**config.mk**
```make
export PLATFORM = sky130hd
export DESIGN_NAME = pattern_sequencer_flat
export DESIGN_NICKNAME = d
export VERILOG_FILES = /design/src/rtl/pattern_sequencer_if.sv /design/src/rtl/pattern_sequencer.sv /design/src/flat_wrapper.sv
export SDC_FILE = /design/constraint.sdc
export NUM_CORES = 1
export LEC_CHECK = 0
export ABC_AREA = 1
export CORE_MARGIN = 2
export CORE_UTILIZATION = 40
export DETAILED_ROUTE_END_ITERATION = 10
export GPL_TIMING_DRIVEN = 1
export SYNTH_ARGS = -nofsm -noshare
export SYNTH_HDL_FRONTEND = slang
export SYNTH_SLANG_ARGS = --single-unit
```
**constraint.sdc**
```tcl
create_clock -name i_clk -period 3.4 [get_ports i_clk]
set_clock_uncertainty 0.15 [all_clocks]
set_input_delay 0.51 -clock i_clk [delete_from_list [all_inputs] [get_ports i_clk]]
set_output_delay 0.51 -clock i_clk [all_outputs]
set_load 0.05 [all_outputs]
```
**src/rtl/pattern_sequencer_if.sv**
```systemverilog
// Control and observation bundle between the step sequencer and its driver.
// The master drives rate/mode/step controls; the slave (sequencer) returns the
// step index, per-step/per-cycle strobes and the ping-pong direction for debug.
interface pattern_sequencer_if;
    logic       i_enable;
    logic [1:0] i_mode;
    logic [2:0] i_speed;
    logic       i_step;
    logic [2:0] o_count;
    logic       o_tick;
    logic       o_wrap;
    logic       dbg_dir;

    modport master (
        output i_enable, i_mode, i_speed, i_step,
        input  o_count, o_tick, o_wrap, dbg_dir
    );

    modport slave (
        input  i_enable, i_mode, i_speed, i_step,
        output o_count, o_tick, o_wrap, dbg_dir
    );
endinterface

```
**src/rtl/pattern_sequencer.sv**
```systemverilog
// 3-bit step sequencer: programmable-rate prescaler plus forward, reverse,
// ping-pong and hold ordering, with manual single-step while paused.
module pattern_sequencer #(
    parameter int BASE_DIV   = 1000,
    parameter int PRESCALE_W = 24
) (
    input  logic                 i_clk,
    input  logic                 i_rst,
    pattern_sequencer_if.slave   bus
);
    typedef enum logic {
        DIR_UP   = 1'b0,
        DIR_DOWN = 1'b1
    } dir_e;

    localparam logic [1:0] MODE_FWD  = 2'b00;
    localparam logic [1:0] MODE_REV  = 2'b01;
    localparam logic [1:0] MODE_PING = 2'b10;
    localparam logic [1:0] MODE_HOLD = 2'b11;

    logic [PRESCALE_W-1:0] presc_q, presc_d;
    logic [PRESCALE_W-1:0] period;
    logic [2:0]            count_q, count_d;
    logic                  tick_q, tick_d;
    logic                  wrap_q, wrap_d;
    logic                  step_q, step_d;
    dir_e                  dir_q, dir_d;
    dir_e                  eff_dir;
    logic                  run;
    logic                  rate_hit;
    logic                  step_req;
    logic                  adv;

    always_ff @(posedge i_clk) begin
        if (i_rst) begin
            presc_q <= '0;
            count_q <= 3'd0;
            tick_q  <= 1'b0;
            wrap_q  <= 1'b0;
            step_q  <= 1'b0;
            dir_q   <= DIR_UP;
        end else begin
            presc_q <= presc_d;
            count_q <= count_d;
            tick_q  <= tick_d;
            wrap_q  <= wrap_d;
            step_q  <= step_d;
            dir_q   <= dir_d;
        end
    end

    always_comb begin
        period   = PRESCALE_W'(BASE_DIV) << bus.i_speed;
        run      = bus.i_enable && (bus.i_mode != MODE_HOLD);
        // >= rather than == so a mid-count speed-up fires at once instead of wrapping
        rate_hit = run && (presc_q >= (period - PRESCALE_W'(1)));
        step_req = bus.i_step && !step_q && !bus.i_enable && (bus.i_mode != MODE_HOLD);
        adv      = rate_hit || step_req;

        presc_d = '0;
        if (run && !rate_hit) begin
            presc_d = presc_q + PRESCALE_W'(1);
        end

        step_d  = bus.i_step;
        count_d = count_q;
        dir_d   = dir_q;
        tick_d  = adv;
        wrap_d  = 1'b0;

        // Endpoints force the bounce; elsewhere the stored direction is kept
        if (count_q == 3'd0) begin
            eff_dir = DIR_UP;
        end else if (count_q == 3'd7) begin
            eff_dir = DIR_DOWN;
        end else begin
            eff_dir = dir_q;
        end

        if (adv) begin
            case (bus.i_mode)
                MODE_FWD: begin
                    count_d = count_q + 3'd1;
                    wrap_d  = (count_q == 3'd7);
                end
                MODE_REV: begin
                    count_d = count_q - 3'd1;
                    wrap_d  = (count_q == 3'd0);
                end
                MODE_PING: begin
                    dir_d = eff_dir;
                    if (eff_dir == DIR_UP) begin
                        count_d = count_q + 3'd1;
                    end else begin
                        count_d = count_q - 3'd1;
                        wrap_d  = (count_q == 3'd1);
                    end
                end
                default: begin
                    count_d = count_q;
                end
            endcase
        end
    end

    assign bus.o_count = count_q;
    assign bus.o_tick  = tick_q;
    assign bus.o_wrap  = wrap_q;
    assign bus.dbg_dir = dir_q;
endmodule

```
**src/flat_wrapper.sv**
```systemverilog
// flat-port wrapper written by rule: the top's interface ports become plain ports
module pattern_sequencer_flat 
#(
    parameter int BASE_DIV   = 1000,
    parameter int PRESCALE_W = 24
)
  (i_clk, i_rst, bus_i_enable, bus_i_mode, bus_i_speed, bus_i_step, bus_o_count, bus_o_tick, bus_o_wrap, bus_dbg_dir);
  pattern_sequencer_if bus_i ();
  input  logic i_clk;
  input  logic i_rst;
  input wire logic [$bits(bus_i.i_enable)-1:0] bus_i_enable;
  input wire logic [$bits(bus_i.i_mode)-1:0] bus_i_mode;
  input wire logic [$bits(bus_i.i_speed)-1:0] bus_i_speed;
  input wire logic [$bits(bus_i.i_step)-1:0] bus_i_step;
  output wire logic [$bits(bus_i.o_count)-1:0] bus_o_count;
  output wire logic [$bits(bus_i.o_tick)-1:0] bus_o_tick;
  output wire logic [$bits(bus_i.o_wrap)-1:0] bus_o_wrap;
  output wire logic [$bits(bus_i.dbg_dir)-1:0] bus_dbg_dir;
  assign bus_i.i_enable = bus_i_enable;
  assign bus_i.i_mode = bus_i_mode;
  assign bus_i.i_speed = bus_i_speed;
  assign bus_i.i_step = bus_i_step;
  assign bus_o_count = bus_i.o_count;
  assign bus_o_tick = bus_i.o_tick;
  assign bus_o_wrap = bus_i.o_wrap;
  assign bus_dbg_dir = bus_i.dbg_dir;
  pattern_sequencer #(.BASE_DIV(BASE_DIV), .PRESCALE_W(PRESCALE_W)) u_core (.i_clk(i_clk), .i_rst(i_rst), .bus(bus_i));
endmodule
```
After elaboration in Yosys (flattened, before gate mapping)
Index checks and enable logic that the tools add are counted.
- flip-flop bits (word level): 31
- ROM bits: 0
- output and inout port bits: 6
- bits in latches: 0
- memory bits (writable): 0
- bits of input ports: 9
- word-level logic and storage cells: 42
- memories: 0
- multiplexer cells: 6
- bitwise logic cells: 2
- eq/ne operators: 5
- multiply operators: 0
- divide/modulo/power cells: 0
- shift operators: 1
- order comparisons: 1
- reductions and logical operators: 17
- add/sub/neg operators: 4
- operator list (cell ; number):
    24-bit by 1-bit adder with 24-bit output, second input constant ; 1
    24-bit greater-or-equal comparator ; 1
    10-bit by 3-bit << shifter with 24-bit output, first input constant ; 1
    24-bit by 1-bit subtractor with 24-bit output, second input constant ; 1
    3-bit one-hot mux with 3 select lines ; 1
    1-bit logical AND ; 6
    2-bit AND reduction ; 2
    2-bit OR reduction ; 2
    3-bit by 1-bit adder with 3-bit output, second input constant ; 1
    3-bit by 1-bit equality test with 1-bit output, second input constant ; 1
    3-bit equality test, second input constant ; 1
    1-bit logical NOT ; 3
    3-bit logical NOT ; 1
    1-bit two-way mux ; 3
    3-bit two-way mux ; 1
    1-bit one-hot mux with 3 select lines ; 1
    3-bit nonzero test ; 1
    3-bit by 1-bit subtractor with 3-bit output, second input constant ; 1
    2-bit by 1-bit equality test with 1-bit output, second input constant ; 1
    2-bit equality test, second input constant ; 1
    2-bit logical NOT ; 1
    2-bit inequality test, second input constant ; 1
    1-bit inverter ; 2
    1-bit logical OR ; 1

Logic depth before layout (Yosys ltp)
Gate-level depths: netlist of the first run.
- depth in word-level cells: 8
- mapped depth: 23
- mapped depth without buffers: 22

Worst setup path after synthesis of the first run
No wires, ideal clock.
- path type: input port to flip-flop
- from: in bus_i_speed[2]
- to: reg u_core.presc_q[8]
- path slack: 0.501 ns
- arrival time: 2.671 ns
- data required time: 3.172 ns
- setup time: 0.078 ns
- path buffers: 2
- cell stages on the path: 22
- cell sequence: clkbuf_1 nor2_1 inv_1 nor2_1 inv_1 ha_1 inv_1 nor2_1 xor2_1 ha_1 nand2_1 nand2_1 nand2_1 nand2_1 nand2_1 nand2_1 nand2_1 nand3_2 nor2_4 inv_2 buf_6 nor3_1
- word-level cells in the longest chain between the ends: 8
- ends and longest elaborated chain (what ; RTL line ; text):
    from (decl) ; flat_wrapper.sv:13 ; input wire logic [$bits(bus_i.i_speed)-1:0] bus_i_speed;
    10-bit by 3-bit << shifter with 24-bit output ; pattern_sequencer.sv:53 ; period = PRESCALE_W'(BASE_DIV) << bus.i_speed;
    24-bit by 1-bit subtractor with 24-bit output ; pattern_sequencer.sv:56 ; rate_hit = run && (presc_q >= (period - PRESCALE_W'(1)));
    24-bit greater-or-equal comparator ; pattern_sequencer.sv:56 ;
    1-bit logical AND ; pattern_sequencer.sv:56 ;
    1-bit logical NOT ; pattern_sequencer.sv:61 ; if (run && !rate_hit) begin
    1-bit logical AND ; pattern_sequencer.sv:61 ;
    1-bit inverter (no line) ; -- ;
    2-bit OR reduction (no line) ; -- ;
    to (signal assigned) ; pattern_sequencer.sv:43 ; presc_q <= presc_d;
    to (decl) ; pattern_sequencer.sv:21 ; logic [PRESCALE_W-1:0] presc_q, presc_d;
No other way between the ends.
A chain may end at the register's enable or synchronous reset.

Worst setup path after layout of the first run
- from: in bus_i_speed[2]
- to: reg u_core.count_q[1] (netlist: u_core.bus.o_count[1])
- word-level cells in the longest chain between the ends: 6
- ends and longest elaborated chain (what ; RTL line ; text):
    10-bit by 3-bit << shifter with 24-bit output ; pattern_sequencer.sv:53 ;
    24-bit by 1-bit subtractor with 24-bit output ; pattern_sequencer.sv:56 ;
    24-bit greater-or-equal comparator ; pattern_sequencer.sv:56 ;
    1-bit logical AND ; pattern_sequencer.sv:56 ;
    1-bit logical OR ; pattern_sequencer.sv:58 ; adv = rate_hit || step_req;
    2-bit AND reduction (no line) ; -- ;
    to (signal assigned) ; pattern_sequencer.sv:44 ; count_q <= count_d;
    to (decl) ; pattern_sequencer.sv:23 ; logic [2:0] count_q, count_d;
No other way between the ends.

==> summary.log, run 1 <==
qor: clock_network.cts_buffers 5
qor: clock_network.cts-root-to-sink-buffers 2
qor: power.powerDensity 366 nW/um^2
qor: worst_setup_path.timing.critical_path.from_type primary input
qor: grt.maximum_number_of_pins_on_one_net_before_global_route_repair 15
qor: floorplan.die_area 5450 um^2
qor: finish.finalCoreUtilization 49.4%
qor: sta.final.setup.tns 0 ps
qor: clock_network.cts.sinks 31
qor: logic_synthesis.ys_ff_latch 31
qor: power.p_sw_share 25.3%
qor: finish.nets 331
qor: clock_network.cts_repair_resize_count 0
qor: clock_network.ctsHoldBuffers 0
qor: sta.final_min_period_over_clock_period 88.7%
qor: logic_synthesis.synthesis.area_per_instance 7.31 um^2
qor: finish.finish.cell_count_without_fillers 364
qor: sta.max_freq 0.331 GHz
qor: min_path.worstHoldPathType reg -> reg
qor: placed_design.placedCellCount 356
qor: job.max-cap-violations 0
qor: floorplan.fp.coreArea 4720 um^2
qor: route.wire_per_inst 9.47 um
qor: route.first_pass_iters 4
qor: clock_network.insertion_delay 290 ps
qor: logic_synthesis.syn-instance-count 267
qor: power.cellInternalPower 638 uW
qor: logic_synthesis.synth.yosys.seq_area_share 31.8%
qor: sta.rsz0062_at_grt no
qor: logic_synthesis.largest_area_contributor_in_the_synthesized_netlist dfxtp_1
qor: floorplan.die_height 73.9 um
qor: worst_setup_path.r2r_slack 1440 ps
qor: sta.postLayoutSetupSlackWorst 383 ps
qor: route.avgViaCountPerCell 4.38
qor: placed_design.routabilityCongestion 0.869
qor: placed_design.pre_cts_ws 96.8 ps
qor: power.switching_component_of_the_power 217 uW
qor: sta.layout_min_cycle_time 3020 ps
qor: route.detail-route-antenna-nets 0
qor: clock_network.clock_tree.htree_level_count 2
qor: route.drtIter0Drc 51
qor: power.clock_power_share 42.1%
qor: grt.grt_antenna_before_repair 0
qor: power.p_seq_share 44.3%
qor: clock_network.cts.reportedPaths.clkPinSlew 70 ps
qor: outcome.run_status finished, final reports clean
qor: floorplan.floorplan.die.width 73.9 um
qor: worst_setup_path.setup.worst_path.end_class register
qor: placed_design.dp_hpwl 2810 um
qor: power.irDropWorstVdd 0.000228 V
qor: grt.gr-usage-all-layers 14.5%
qor: logic_synthesis.yosysWarnings 0
qor: placed_design.port_buffers 14
qor: logic_synthesis.synth_cell_types 32
qor: grt.first_global_vias 1,495
qor: logic_synthesis.synth.top_cell.area_share 31.8%
qor: finish.ratio_of_cells_with_drive_above_1_in_the_final_layout 11.1%
qor: logic_synthesis.synth.top_cells.by_area dfxtp_1, ha_1, nand2_1
qor: logic_synthesis.synth_area 1950 um^2
qor: clock_network.post_cts_setup_repair_bufs 0
qor: min_path.min_from u_core.presc_q[0]
qor: sta.final-setup-viol-count 0
qor: sta.number_of_failing_hold_endpoints_at_the_final_stage 0
qor: finish.total_inserted_antenna_cells 0
qor: floorplan.std_cell_rows 25
qor: power.combinationalPowerShare 13.6%
qor: clock_network.tritoncts built
qor: route.routed_wirelength 3450 um
qor: worst_setup_path.crit_required 3420 ps
qor: route.dr_total_vias 1,593
qor: grt.wire_length_of_the_first_global_routing_pass 6170 um
qor: power.total_leakage_power 0.00109 uW
qor: worst_setup_path.r2r-start u_core.presc_q[15]
qor: finish.areaGrowthSynthToFinish 19.6%
qor: sta.worst-slew-pin-transition 503 ps
qor: worst_setup_path.path_max_fanout 5
qor: worst_setup_path.crit_arrival 3040 ps
qor: clock_network.clk_root_buffer_cell clkbuf_8
qor: route.post-route-drc-count 0
qor: sta.finalMaxSlewViolations 0
qor: grt.global_route.overflow_total 0
qor: floorplan.top_level_ports 15
qor: floorplan.initial_core_util 41.3%
qor: sta.max_slew_margin 66.3%
qor: worst_setup_path.timing.critical_path.from bus_i_speed[2]
qor: worst_setup_path.timing.setup.critical_path_class in -> reg
metal layers:
| metal | global-route usage (%) | share of wire (%) |
|---|---|---|
| met4 | 6.06 | 1.7 |
| met2 | 21.7 | 40 |
| met1 | 20.0 | 55 |
| met5 | 0 | 0 |
| met3 | 3.29 | 3.3 |
stage by stage:
| stage | power [uW] | hold WS, ps | area [um^2] |
|---|---|---|---|
| after floorplan | 465 | 267 | 1970 |
| after detailed placement | 504 | 295 | 2220 |
| after CTS | 865 | 305 | 2330 |
| after global placement | 504 | 287 | 2220 |
| after global routing | 893 | 327 | 2330 |
| final | 855 | 299 | 2330 |
synthesized netlist by cell type, drive strengths merged:
library cell  count
a221oi            1
xor2              5
and2              1
clkinv            1
a22o              1
inv              39
a21boi            1
nand3            14
nor2             44
nor3b             5
nor3              6
mux2i             1
a21o              2
and3              1
nand2            59
clkbuf            1
or2               2
a31oi             1
nand4             2
o21ai             7
conb              2
buf               1
ha               26
dfxtp            31
a21oi            13
area by class of cell:
type	count	area (um^2)
Clock buffer	5	68.8
Clock inverter	3	43.8
Sequential cell	31	621
Tap cell	67	83.8
Multi-Input combinational cell	198	1180
Fill cell	487	2390
Timing Repair Buffer	20	185
Inverter	40	151
placed cells by master (no fill, tap or decap), drive strengths merged:
cell	count
clkdlybuf4s50	14
a22o	1
buf	6
and3	1
nor3b	5
o21ai	7
conb	6
a21o	2
a21boi	1
a21oi	13
clkinv	3
nand4	2
dfxtp	31
nand3	14
a31oi	1
nor3	6
xor2	5
inv	39
mux2i	1
nor2	44
clkbuf	5
or2	2
bufinv	1
a221oi	1
and2	1
nand2	59
ha	26
worst paths after layout:
check / cells past startpoint / to
worst min register to register: 1 / u_core.presc_q[0]
worst max-delay path: 21 / u_core.bus.o_count[1]
worst max register to register: 12 / u_core.bus.o_count[1]
worst min-delay path: 1 / u_core.presc_q[0]
critical path, stage by stage:
cell,delay (ps)
clkdlybuf4s50_1,420
nor2_1,140
inv_1,70
nor2_1,130
inv_1,70
ha_1,190
inv_1,90
nor2_1,60
xor2_1,150
ha_1,290
nand2_1,60
nor2_1,80
nand2_1,60
nor2_1,100
nand2_1,70
nand3_2,100
nand2_1,50
nand2_1,150
inv_1,100
nand3_1,70
o21ai_0,70
sequential cells by signal (all words and copies together), names as in the netlist:
name	cells
u_core.presc_q	24
u_core.bus.o_tick	1
u_core.bus.o_count	3
u_core.step_q	1
u_core.bus.o_wrap	1
u_core.bus.dbg_dir	1
cell families (layout without fill, tap and decap cells):
logic type	after synthesis	count (layout)	share of synthesized area, %
simple gates	134	134	32.4
buf+inv	42	68	8.53
flops	31	31	31.8
fa+ha+maj	26	26	16.7
compound gates	26	26	7.50
xor+xnor	5	5	2.24
other cells	2	6	0.385
mux	1	1	0.513
power by group through the flow:
stage	sequential, uW	clock [uW]	combinational, uW
floorplan	405	0	59.9
global placement	387	0	116
detailed placement	387	0	116
CTS	379	368	117
global route	380	382	130
finish	379	360	116
No activity file was read; power rests on OpenSTA's default activity.
==> run 2, diff against run 1 <==
--- a/config.mk
+++ b/config.mk
@@ -6,6 +6,7 @@
 export NUM_CORES = 1
 export LEC_CHECK = 0
 export ABC_AREA = 1
+export ABC_CLOCK_PERIOD_IN_PS = 3400
 export CORE_MARGIN = 2
 export CORE_UTILIZATION = 40
 export DETAILED_ROUTE_END_ITERATION = 10
==> results of run 2 <==
No change in the layout: final DEF, timing and power equal those of run 1.
==> run 3, diff against run 2 <==
--- a/config.mk
+++ b/config.mk
@@ -6,7 +6,7 @@
 export NUM_CORES = 1
 export LEC_CHECK = 0
 export ABC_AREA = 1
-export ABC_CLOCK_PERIOD_IN_PS = 3400
+export ABC_CLOCK_PERIOD_IN_PS = 3170
 export CORE_MARGIN = 2
 export CORE_UTILIZATION = 40
 export DETAILED_ROUTE_END_ITERATION = 10
==> constraint.sdc (replaced) <==
create_clock -name i_clk -period 3.17 [get_ports i_clk]
set_clock_uncertainty 0.15 [all_clocks]
set_input_delay 0.4755 -clock i_clk [delete_from_list [all_inputs] [get_ports i_clk]]
set_output_delay 0.4755 -clock i_clk [all_outputs]
set_load 0.05 [all_outputs]
==> run 3 against run 2 <==
Global-route usage increased by 0.10 points. Sequential share of layout area shrank 0.37 points. Critical path type unchanged. Combinational power grew 9%. Critical path depth grew 1. Final area is 1.4% higher. Hold slack about the same. Clock power grew 11%. Sequential power rose by 7.4%. Die area unchanged. Non-clock buffer count grew 2.
==> summary.log, run 3 (synthesis results as in run 1) <==
qor: outcome.run_status finished, final reports clean
qor: route.dr_total_vias 1,615
qor: worst_setup_path.critical-path-top-cell-by-count nand2_1
qor: sta.max_freq 0.344 GHz
qor: sta.worst-slew-pin-transition 501 ps
qor: route.detail-route-antenna-nets 0
qor: sta.worst_hold_slack 299 ps
qor: power.switching_component_of_the_power 225 uW
qor: worst_setup_path.path_max_fanout 5
qor: worst_setup_path.worst_r2r_path_depth 11
qor: finish.largest_register_ffs 24
qor: worst_setup_path.crit_required 3240 ps
qor: sta.final-setup-viol-count 0
qor: power.p_sw_share 24.2%
qor: worst_setup_path.setup.worst_path.end_class register
qor: clock_network.cts_buffers 5
qor: floorplan.top_level_ports 15
qor: route.routed_wirelength 3570 um
qor: sta.layout_min_cycle_time 2900 ps
qor: grt.maximum_number_of_pins_on_one_net_before_global_route_repair 15
qor: floorplan.fp.coreArea 4720 um^2
qor: clock_network.insertion_delay 280 ps
qor: route.drtIter0Drc 66
qor: min_path.hold_depth 1
qor: route.wire_per_inst 9.77 um
qor: clock_network.tritoncts built
qor: power.powerDensity 394 nW/um^2
qor: worst_setup_path.r2r-start u_core.presc_q[15]
qor: power.total_leakage_power 0.00110 uW
qor: placed_design.dp_hpwl 2850 um
qor: finish.nets 333
qor: finish.top_register u_core.presc_q
qor: clock_network.clk_root_buffer_cell clkbuf_8
qor: worst_setup_path.timing.critical_path.from_type primary input
qor: worst_setup_path.r2r_slack 1250 ps
qor: power.p_seq_share 43.6%
qor: sta.number_of_failing_hold_endpoints_at_the_final_stage 0
qor: min_path.worstHoldPathType reg -> reg
qor: sta.final_min_period_over_clock_period 91.6%
qor: clock_network.cts.reportedPaths.clkPinSlew 70 ps
qor: grt.first_global_vias 1,495
qor: power.combinationalPowerShare 13.7%
qor: power.cellInternalPower 707 uW
qor: worst_setup_path.crit_arrival 2970 ps
qor: worst_setup_path.crit_path_top_delay_cell clkdlybuf4s50_1
qor: placed_design.routabilityCongestion 0.890
qor: sta.max_slew_margin 66.5%
qor: finish.ratio_of_cells_with_drive_above_1_in_the_final_layout 13.0%
qor: min_path.min_from u_core.presc_q[0]
qor: floorplan.std_cell_rows 25
qor: route.avgViaCountPerCell 4.41
qor: finish.total_inserted_antenna_cells 0
qor: grt.grt_antenna_before_repair 0
qor: worst_setup_path.r2r-end u_core.bus.o_count[0]
qor: floorplan.die_area 5450 um^2
qor: power.clock_power_share 42.7%
qor: power.irDropWorstVdd 0.000256 V
qor: finish.layout_common_cells nand2_1, nor2_1, inv_1
qor: floorplan.die_height 73.9 um
qor: route.post-route-drc-count 0
qor: placed_design.port_buffers 14
qor: min_path.capture_endpoint_of_the_worst_hold_path u_core.presc_q[0]
qor: floorplan.initial_core_util 41.3%
qor: finish.areaGrowthSynthToFinish 21.2%
qor: worst_setup_path.timing.setup.critical_path_class in -> reg
qor: clock_network.cts.sinks 31
qor: clock_network.clock_tree.htree_level_count 2
qor: finish.layout_commonest_cell nand2_1
qor: clock_network.ctsHoldBuffers 0
qor: sta.rsz0062_at_grt no
qor: worst_setup_path.worstPathCellList clkdlybuf4s50_1 -> nor2_2 -> inv_1 -> nor2_2 -> inv_1 -> ha_1 -> inv_1 -> nor2_1 -> xor2_1 -> ha_1 -> nand2_1 -> nand2_1 -> nand2_1 -> nand2_1 -> nand2_1 -> nand2_1 -> nand2_1 -> nand3_2 -> nor2_4 -> buf_4 -> o21ai_0 -> a21oi_1
qor: grt.wire_length_of_the_first_global_routing_pass 6250 um
qor: clock_network.cts-root-to-sink-buffers 2
qor: floorplan.floorplan.die.width 73.9 um
qor: route.first_pass_iters 4
qor: job.max-cap-violations 0
qor: sta.finalMaxSlewViolations 0
qor: finish.fillerInstances 467
qor: grt.global_route.overflow_total 0
qor: power.totalPowerFinal 933 uW
qor: grt.gr-usage-all-layers 14.6%
qor: worst_setup_path.critPathMaxStageDelay 430 ps
run 3: cell types whose count changed in the layout (fill, tap and decap cells not counted):
| cell | before | now |
|---|---|---|
| nor3b_1 | 4 | 3 |
| nand2_2 | 2 | 3 |
| o21ai_0 | 7 | 6 |
| buf_4 | 6 | 8 |
| clkbuf_8 | 5 | 6 |
| nor2_1 | 40 | 38 |
| nor3b_2 | 1 | 2 |
| o21ai_1 | 0 | 1 |
| nor2_2 | 1 | 3 |
| nand2_1 | 57 | 56 |
| clkinv_4 | 1 | 0 |
run 3: worst max path at each step:
stage | end | cells after the start | from
global placement | u_core.bus.o_count[1] | 21 | bus_i_speed[2]
detailed placement | u_core.bus.o_count[1] | 21 | bus_i_speed[2]
CTS | u_core.bus.o_count[0] | 20 | bus_i_speed[2]
finish | u_core.presc_q[16] | 22 | bus_i_speed[2]
global route | u_core.bus.o_count[0] | 20 | bus_i_speed[2]
floorplan | u_core.presc_q[8] | 22 | bus_i_speed[2]
run 3: layout make-up:
class,count,area [um^2],share of cell area (%)
Tap cell,67,83.8,3.54
Timing Repair Buffer,22,200,8.46
Clock inverter,2,35.0,1.48
Inverter,40,151,6.40
Multi-Input combinational cell,198,1190,50.4
Sequential cell,31,621,26.2
Clock buffer,6,82.6,3.49
run 3: power by group through the flow:
| stage | logic, uW | registers [uW] | clock network, uW |
|---|---|---|---|
| detailed placement | 126 | 416 | 0 |
| global route | 143 | 408 | 430 |
| global placement | 126 | 416 | 0 |
| CTS | 127 | 407 | 412 |
| floorplan | 64.3 | 434 | 0 |
| finish | 127 | 407 | 398 |
run 3: stage by stage:
stage / instances / setup WS (ps) / utilization [%] / setup TNS, ps / cell area, um^2
global route: 366 / 15.5 / 50.1 / 0 / 2370
finish: 366 / 266 / 50.1 / 0 / 2370
CTS: 366 / 189 / 49.8 / 0 / 2350
detailed placement: 358 / -86.0 / 47.3 / -436 / 2240
floorplan: 271 / 305 / - / 0 / 1970
global placement: 358 / -42.7 / 47.3 / -147 / 2240
run 3: worst max-delay path, delay by kind of cell:
kind                       cells  cell delay (ps)
and+or+nand+nor               12              860
buffers and inverters          5              790
adders and majority gates      2              480
AOI/OAI and AO/OA              2              200
xor gates and xnor gates       1              140
run 3: timing repair:
action                     CTS  global route
setup endpoints to repair    0             6
gates resized for setup      0             5
setup buffers                0             0
run 3: layer usage:
metal / GRT usage (%) / share of wire [%] / vias up
met3: 3.43 / 3.2 / 4
met2: 24.0 / 43 / 24
li1: - / - / 903
met4: 4.24 / 0.76 / 0
met1: 19.0 / 53 / 684
met5: 0 / 0 / -
